`config.mk`:
```
export PLATFORM = sky130hd
export DESIGN_NAME = execute_unit
export DESIGN_NICKNAME = d
export VERILOG_FILES = /design/src/rtl/execute_unit.sv
export SDC_FILE = /design/constraint.sdc
export NUM_CORES = 1
export LEC_CHECK = 0
export CAP_MARGIN = 25
export CORE_ASPECT_RATIO = 1.25
export CORE_UTILIZATION = 36
export CTS_CLUSTER_DIAMETER = 30
export CTS_CLUSTER_SIZE = 8
export DETAILED_ROUTE_END_ITERATION = 8
export HOLD_SLACK_MARGIN = 0.08
export PLACE_DENSITY = 0.52
export SYNTH_ARGS = -nofsm -noshare
export SYNTH_HDL_FRONTEND = slang
export SYNTH_SLANG_ARGS = --single-unit
```
`constraint.sdc`:
```
create_clock -name clk_i -period 3.45 [get_ports clk_i]
set_input_delay 0.5175 -clock clk_i [delete_from_list [all_inputs] [get_ports clk_i]]
set_output_delay 0.5175 -clock clk_i [all_outputs]
set_load 0.01 [all_outputs]
```
`src/rtl/execute_unit.sv`:
```
// Execute unit: single-cycle ALU plus an iterative shift-add multiplier and
// restoring divider, wrapped in a valid/ready request and result interface.
module execute_unit #(
  parameter int XLEN      = 32,
  parameter bit MULDIV_EN = 1'b1
) (
  input  logic            clk_i,
  input  logic            rst_n_i,
  input  logic            flush_i,
  input  logic            in_valid_i,
  output logic            in_ready_o,
  input  logic [3:0]      alu_op_i,
  input  logic            alub_sel_i,
  input  logic [XLEN-1:0] alu_A_i,
  input  logic [XLEN-1:0] rf_rd2_i,
  input  logic [XLEN-1:0] sext_ext_i,
  output logic            out_valid_o,
  input  logic            out_ready_i,
  output logic [XLEN-1:0] alu_C_o,
  output logic [1:0]      dbg_state_o
);

  // Handshake: a request transfers on a rising edge where in_valid_i and
  // in_ready_o are both high; a result transfers where out_valid_o and
  // out_ready_i are both high. Neither valid may depend on its ready.

  localparam int SHW = $clog2(XLEN);
  localparam logic [SHW-1:0] CNT_MAX = SHW'(XLEN - 1);

  localparam logic [3:0] OP_ADD   = 4'd0;
  localparam logic [3:0] OP_SUB   = 4'd1;
  localparam logic [3:0] OP_AND   = 4'd2;
  localparam logic [3:0] OP_OR    = 4'd3;
  localparam logic [3:0] OP_XOR   = 4'd4;
  localparam logic [3:0] OP_SLL   = 4'd5;
  localparam logic [3:0] OP_SRL   = 4'd6;
  localparam logic [3:0] OP_SRA   = 4'd7;
  localparam logic [3:0] OP_SLT   = 4'd8;
  localparam logic [3:0] OP_SLTU  = 4'd9;
  localparam logic [3:0] OP_MUL   = 4'd10;
  localparam logic [3:0] OP_REMU  = 4'd13;

  typedef enum logic [1:0] {
    IDLE = 2'd0,
    BUSY = 2'd1,
    DONE = 2'd2
  } state_e;

  state_e          state_q;
  logic            alive_q;
  logic            valid_q;
  logic [XLEN-1:0] alu_c_q;
  logic [SHW-1:0]  cnt_q;
  logic [XLEN-1:0] hi_q;
  logic [XLEN-1:0] lo_q;
  logic [XLEN-1:0] op_q;
  logic            is_div_q;
  logic            sel_hi_q;

  logic [XLEN-1:0] op_b;
  logic [SHW-1:0]  shamt;
  logic [XLEN-1:0] alu_res;
  logic            is_muldiv;
  logic            accept;

  logic [XLEN:0]   mul_sum;
  logic [XLEN:0]   div_shift;
  logic            div_ge;
  logic [XLEN-1:0] hi_d;
  logic [XLEN-1:0] lo_d;
  logic [XLEN-1:0] md_res;

  assign op_b       = alub_sel_i ? sext_ext_i : rf_rd2_i;
  assign shamt      = op_b[SHW-1:0];
  assign is_muldiv  = MULDIV_EN && (alu_op_i >= OP_MUL) && (alu_op_i <= OP_REMU);
  // alive_q keeps the unit closed until the first edge after reset release.
  assign in_ready_o = alive_q && !flush_i &&
                      ((state_q == IDLE) || ((state_q == DONE) && out_ready_i));
  assign accept     = in_valid_i && in_ready_o;

  always_comb begin
    alu_res = '0;
    case (alu_op_i)
      OP_ADD:  alu_res = alu_A_i + op_b;
      OP_SUB:  alu_res = alu_A_i - op_b;
      OP_AND:  alu_res = alu_A_i & op_b;
      OP_OR:   alu_res = alu_A_i | op_b;
      OP_XOR:  alu_res = alu_A_i ^ op_b;
      OP_SLL:  alu_res = alu_A_i << shamt;
      OP_SRL:  alu_res = alu_A_i >> shamt;
      OP_SRA:  alu_res = $unsigned($signed(alu_A_i) >>> shamt);
      OP_SLT:  alu_res = {{(XLEN-1){1'b0}}, ($signed(alu_A_i) < $signed(op_b))};
      OP_SLTU: alu_res = {{(XLEN-1){1'b0}}, (alu_A_i < op_b)};
      default: alu_res = '0;
    endcase
  end

  // One iteration of either engine; {hi_q, lo_q} is the shared accumulator.
  // Multiply: lo_q holds the multiplier, op_q the multiplicand.
  // Divide:   lo_q holds the dividend/quotient, hi_q the remainder, op_q the divisor.
  always_comb begin
    mul_sum   = {1'b0, hi_q} + (lo_q[0] ? {1'b0, op_q} : '0);
    div_shift = {hi_q, lo_q[XLEN-1]};
    div_ge    = div_shift >= {1'b0, op_q};
    if (is_div_q) begin
      hi_d = div_ge ? (div_shift[XLEN-1:0] - op_q) : div_shift[XLEN-1:0];
      lo_d = {lo_q[XLEN-2:0], div_ge};
    end else begin
      hi_d = mul_sum[XLEN:1];
      lo_d = {mul_sum[0], lo_q[XLEN-1:1]};
    end
    md_res = sel_hi_q ? hi_d : lo_d;
  end

  always_ff @(posedge clk_i or negedge rst_n_i) begin
    if (!rst_n_i) begin
      state_q  <= IDLE;
      alive_q  <= 1'b0;
      valid_q  <= 1'b0;
      alu_c_q  <= '0;
      cnt_q    <= '0;
      hi_q     <= '0;
      lo_q     <= '0;
      op_q     <= '0;
      is_div_q <= 1'b0;
      sel_hi_q <= 1'b0;
    end else begin
      alive_q <= 1'b1;
      if (flush_i) begin
        state_q <= IDLE;
        valid_q <= 1'b0;
        cnt_q   <= '0;
      end else begin
        case (state_q)
          IDLE, DONE: begin
            if (accept) begin
              if (is_muldiv) begin
                state_q  <= BUSY;
                valid_q  <= 1'b0;
                cnt_q    <= CNT_MAX;
                hi_q     <= '0;
                is_div_q <= alu_op_i[2];
                sel_hi_q <= alu_op_i[0];
                lo_q     <= alu_op_i[2] ? alu_A_i : op_b;
                op_q     <= alu_op_i[2] ? op_b : alu_A_i;
              end else begin
                state_q <= DONE;
                valid_q <= 1'b1;
                alu_c_q <= alu_res;
              end
            end else if ((state_q == DONE) && out_ready_i) begin
              state_q <= IDLE;
              valid_q <= 1'b0;
            end
          end
          BUSY: begin
            hi_q <= hi_d;
            lo_q <= lo_d;
            if (cnt_q == '0) begin
              state_q <= DONE;
              valid_q <= 1'b1;
              alu_c_q <= md_res;
            end else begin
              cnt_q <= cnt_q - SHW'(1);
            end
          end
          default: begin
            state_q <= IDLE;
            valid_q <= 1'b0;
          end
        endcase
      end
    end
  end

  assign out_valid_o = valid_q;
  assign alu_C_o     = alu_c_q;
  assign dbg_state_o = state_q;

endmodule

```
======== Word level (Yosys, flattened, before mapping) ========
Index checks and enable logic that the tools add are counted.
word-level totals
  flip-flop bits (word level) ............. 139
  input port bits ......................... 106
  output and inout bits ................... 36
  word-level logic and storage cells ...... 101
operators by class
  add/sub/neg operators ................... 5
  $lt $le $gt $ge ......................... 5
  eq/ne operators ......................... 20
  shift operators ......................... 3
  multiplexer cells ....................... 36
  bitwise operators ....................... 4
  reductions and logical operators ........ 18
operator list
  cell                                                              number
  32-bit 2-to-1 mux                                                 15
  32-bit case mux with 10 select lines                              1
  32-bit case mux with 2 select lines                               3
  32-bit less-than comparator                                       2
  32-bit subtractor                                                 2
  32-bit by 32-bit adder with 33-bit output                         1
  33-bit by 32-bit >= comparator with 1-bit output                  1
  32-bit adder                                                      1
  32-bit bitwise AND                                                1
  32-bit OR                                                         1
  32-bit by 5-bit << shifter with 32-bit output                     1
  32-bit by 5-bit right shift with 32-bit output                    1
  32-bit by 5-bit >>> shifter with 32-bit output                    1
  32-bit XOR                                                        1
  5-bit 2-to-1 mux                                                  4
  4-bit by 3-bit == test with 1-bit output (second input constant)  4
  3-bit inequality test (second input constant)                     4
  4-bit AND reduction                                               3
  2-bit 2-to-1 mux                                                  5
  5-bit case mux with 2 select lines                                1
  4-bit by 2-bit == test with 1-bit output (second input constant)  2
  4-bit == test (second input constant)                             2
  2-bit inequality test (second input constant)                     4
  1-bit logical AND                                                 5
  21 further kinds                                                  25

======== Logic depth before layout (Yosys ltp) ========
  word-level depth ........................ 8
  depth in mapped cells ................... 19
  depth with buffers taken out ............ 15

======== Worst setup path after synthesis ========
No wires, ideal clock.
  path type ............................... input-to-reg
  start point ............................. input port alub_sel_i
  end point ............................... register alu_c_q[30] (netlist: alu_C_o[30])
  library setup time ...................... 126 ps
  arrival time ............................ 4,660 ps
  data required time ...................... 3,324 ps
  setup slack ............................. -1,336 ps
  stages .................................. 16
  path buffers ............................ 4
  cell sequence ........................... buf_2 buf_1 buf_1 mux2i_1 ha_1 clkbuf_1 or4_1 or4_1 nand4_1 o22ai_1 a211oi_1 nor2_1 nor4_1 nor3_1 xor2_1 a221o_1
between the ends
  word-level cells in the longest chain between the ends .. 6
  elaborated cells between the ends (all ways) .. 13
  classes of those cells .................. add/sub (2); shift (3); mux (5); bitwise (3)
RTL lines
  item                                       RTL line  source
  from (decl)                                13        input logic alub_sel_i,
  32-bit 2-to-1 mux *                        73        assign op_b = alub_sel_i ? sext_ext_i : rf_rd2_i;
  32-bit subtractor (tied with other cells)  85        OP_SUB: alu_res = alu_A_i - op_b;
  32-bit case mux with 10 select lines *     83        case (alu_op_i)
  32-bit 2-to-1 mux *                        137       if (is_muldiv) begin
  32-bit 2-to-1 mux *                        136       if (accept) begin
  32-bit case mux with 2 select lines *      134       case (state_q)
  to (signal assigned)                       149       alu_c_q <= alu_res;
  to (signal assigned)                       162       alu_c_q <= md_res;
  to (decl)                                  52        logic [XLEN-1:0] alu_c_q;
Every way passes the cells marked *; elsewhere a longest branch is shown, timed or not. The select of a mux whose other input is x is not followed.
A chain may end at the register's enable or synchronous reset.

======== Worst setup path after layout ========
  start point ............................. register lo_q[0]
  end point ............................... register alu_c_q[19] (netlist: alu_C_o[19])
between the ends
  word-level cells in the longest chain between the ends .. 6
RTL lines
  item                                       RTL line  source
  from (decl)                                55        logic [XLEN-1:0] lo_q;
  from (signal assigned)                     144       lo_q <= alu_op_i[2] ? alu_A_i : op_b;
  from (signal assigned)                     158       lo_q <= lo_d;
  32-bit 2-to-1 mux                          102       mul_sum = {1'b0, hi_q} + (lo_q[0] ? {1'b0, op_q} : '0);
  32-bit by 32-bit adder with 33-bit output  102
  32-bit 2-to-1 mux                          105       if (is_div_q) begin
  32-bit 2-to-1 mux                          112       md_res = sel_hi_q ? hi_d : lo_d;
  32-bit 2-to-1 mux                          159       if (cnt_q == '0) begin
  32-bit case mux with 2 select lines        134
Every way passes these cells. The select of a mux whose other input is x is not followed.

==> flow_summary.ini <==
[sta]
clock_skew_ps = 18.42
setup_viol = 11
timing_hold_violations_final = 0
max_clock_freq_mhz = 264.6
worstMarginPinSlew_ps = 897.0
drv_slew = 0
period_minus_slack_ps = 3780
fin_ws_ps = -329.7
grt_setup_unrepaired = yes
slew_headroom_pct = 39.94
finalCritPeriodShare_pct = 109.6

[power]
combPwrFrac_pct = 65.8
p_int_mw = 7.397
ir_drop_v = 0.0003500
power_leakage_nw = 14.67
p_switching_mw = 5.876
clock_power_share_pct = 15.7
p_total_mw = 13.27
sw_frac_of_total_pct = 44.27
seqPwrFrac_pct = 18.5
p_per_area_nw_per_um2 = 421.4

[place]
dpl_cell_area_um2 = 28930
dp_worst_setup_slack_ps = -1080
numPortBuffers = 141
hpwl_mm = 93.71
place_congestion = 1.032

[detailed_routing]
drtIter0Drc = 2496
drcViolationCount = 0
drt_pass1_iterations = 6
antenna_left = 0
via_per_inst = 5.918
num_vias = 26320
wl_per_cell_um = 26.01
wirelength_mm = 115.7

[synthesis]
synth.top_cells.by_area = dfrtp_1, ha_1, mux2i_1
synth_compound_area_share_pct = 30.88
synth_edf_count = 0
async_flop_share_pct = 100.0
muxShareOfSynthArea_pct = 12.30
syn-num-nets = 3151
synthAdderAreaFrac_pct = 10.42
synth_top_cell_by_area = dfrtp_1
synthSimpleGateAreaFrac_pct = 19.56
synthXorXnorAreaFrac_pct = 3.513
synth_top_family_by_area = compound AO/OA/AOI/OAI gates
ys_warn_count = 0
synth_area_um2 = 20690
netlist.area_leader.share_pct = 16.69
synth_flop_cell = dfrtp_1
synth_cells = 2875
syn_avg_cell_area_um2 = 7.197
synth_cell_type_count = 86
ys_seq_area_share_pct = 16.69
synth_common_cells = nand2_1, o21ai_0, nor2_1
ys_ff_latch = 138
yosysMostFrequentCell = nand2_1

[worst_setup_path]
critical-path-top-delay-family = compound AO/OA/AOI/OAI gates
critPathBufInv = 0
required_ps = 3770
r2r_slack_ps = -330
criticalPathCategory = reg -> reg
max_stage_delay_ps = 490
end_kind = flop
critPathMaxFanout = 4
crit_slowest_cell = mux4_2
path_cells = and2_1 -> ha_2 -> fa_2 -> a21o_1 -> a221oi_4 -> a211oi_4 -> a311o_1 -> o21a_1 -> a311oi_2 -> xnor2_2 -> mux4_2 -> a221o_1
startpoint_type = flop
worstPathArrival_ps = 4100

[run_status]
status = finished, violations left
violations = setup timing

[final_layout]
final_area_um2 = 31500
drive_gt1_share_pct = 32.48
area_growth_pct = 52.24
final_nets = 3967

[clock_network]
cts_buffer_depth = 2
clk_transition_reported_paths_ps = 60
htree_levels = 4
cts.sinks = 138
root_buffer = clkbuf_16
hold_buffers = 0
clk_latency_ps = 450
cts_buffers = 17
cts_tree = yes

[global_route]
grt_pass1_wl_mm = 168.4
grt_util_all_layers_pct = 38.52
antenna_found_initial = 1
grt_overflow = 0
grt_pass1_vias = 26120
grt_max_degree = 97

[hold_path]
hp-class = in -> async

[floorplanning]
start_util_pct = 36.67
die_h_um = 270.0
die_width_um = 216.4
rows = 97
design.core.area_um2 = 56440
io_pins = 142
die_area_um2 = 58450

[run]
cap_violations = 0
==> kinds of logic after synthesis <==
family | Yosys count
AOI/OAI and AO/OA | 1007
other | 1
buffers and inverters | 355
and+or+nand+nor | 898
muxes | 223
adders and majority gates | 170
xor gates and xnor gates | 83
DFF | 138
==> stage by stage <==
stage / hold slack (ps) / utilization, % / setup TNS (ps) / cells
after floorplan: 221.9 / - / -3616 / 2875
after global placement: 482.7 / 51.26 / -21560 / 4363
after detailed placement: 490.6 / 51.26 / -23050 / 4363
after CTS: 166.8 / 54.33 / -997.1 / 4429
after global routing: 198.7 / 55.81 / -2894 / 4446
final: 127.6 / 55.82 / -1087 / 4448
==> power groups by stage <==
stage | Clock (mW) | Combinational (mW) | Sequential, mW
CTS | 2.10 | 8.25 | 2.44
detailed placement | 0 | 7.76 | 2.46
global placement | 0 | 7.69 | 2.45
global route | 2.17 | 9.32 | 2.50
finish | 2.08 | 8.73 | 2.46
floorplan | 0 | 4.13 | 2.31
==> worst register-to-register path, cell delays in order, from the launching register on <==
cell      delay [ps]
dfrtp_1          420
and2_1           160
ha_2             180
fa_2             370
a21o_1           220
a221oi_4         350
a211oi_4         150
a311o_1          310
o21a_1           220
a311oi_2         320
xnor2_2          160
mux4_2           490
a221o_1          320
==> cell type report <==
| cell class | instances | area, um^2 |
|---|---|---|
| Antenna cell | 2 | 5.005 |
| Clock buffer | 19 | 432.9 |
| Clock inverter | 13 | 217.7 |
| Fill cell | 5409 | 24930 |
| Inverter | 144 | 543.0 |
| Multi-Input combinational cell | 2382 | 17540 |
| Sequential cell | 138 | 3457 |
| Tap cell | 742 | 928.4 |
| Timing Repair Buffer | 1008 | 8376 |
==> worst paths after layout <==
kind / to / cells after the start / start
worst max register to register: alu_C_o[19]$_DFFE_PN0P_ / 12 / lo_q[0]$_DFFE_PN0P_
worst max-delay path: alu_C_o[19]$_DFFE_PN0P_ / 12 / lo_q[0]$_DFFE_PN0P_
worst min-delay path: hi_q[29]$_DFFE_PN0P_ / 1 / rst_n_i
max in group asynchronous: lo_q[0]$_DFFE_PN0P_ / 2 / rst_n_i
min in group clk_i: lo_q[19]$_DFFE_PN0P_ / 2 / lo_q[19]$_DFFE_PN0P_
worst min register to register: lo_q[19]$_DFFE_PN0P_ / 2 / lo_q[19]$_DFFE_PN0P_
==> state kept, by name, summed over array words and instances, names as in the netlist <==
signal,count
is_div_q,1
alu_C_o,32
dbg_state_o,2
sel_hi_q,1
lo_q,32
op_q,32
hi_q,32
cnt_q,5
alive_q,1
==> cell usage in the layout (no fill, tap or decap), types with 50 or more instances in the layout <==
cell type          n
a21o_1            55
a21oi_1          214
buf_4            818
clkdlybuf4s50_1  120
dfrtp_1          137
ha_1             139
inv_1            132
mux2i_1          144
nand2_1          337
nor2_1           258
o21ai_0          270
xnor2_1           50
==> layer usage <==
layer  up-vias  wire length, um  global-route usage (%)
li1      12140                -                       -
met2      1139            54990                   65.50
met3       297             5902                   2.466
met1     12750            46550                   47.34
met4         0             8266                   23.68
met5         -                0                       0
==> timing repair <==
item | in CTS | in global routing
endpoints found under the setup margin | 39 | 40
cloned | 1 | 0
resized for setup | 149 | 142
pin swaps | 52 | 86
buffers inserted | 34 | 22
Power figures use the tool's default switching activity.
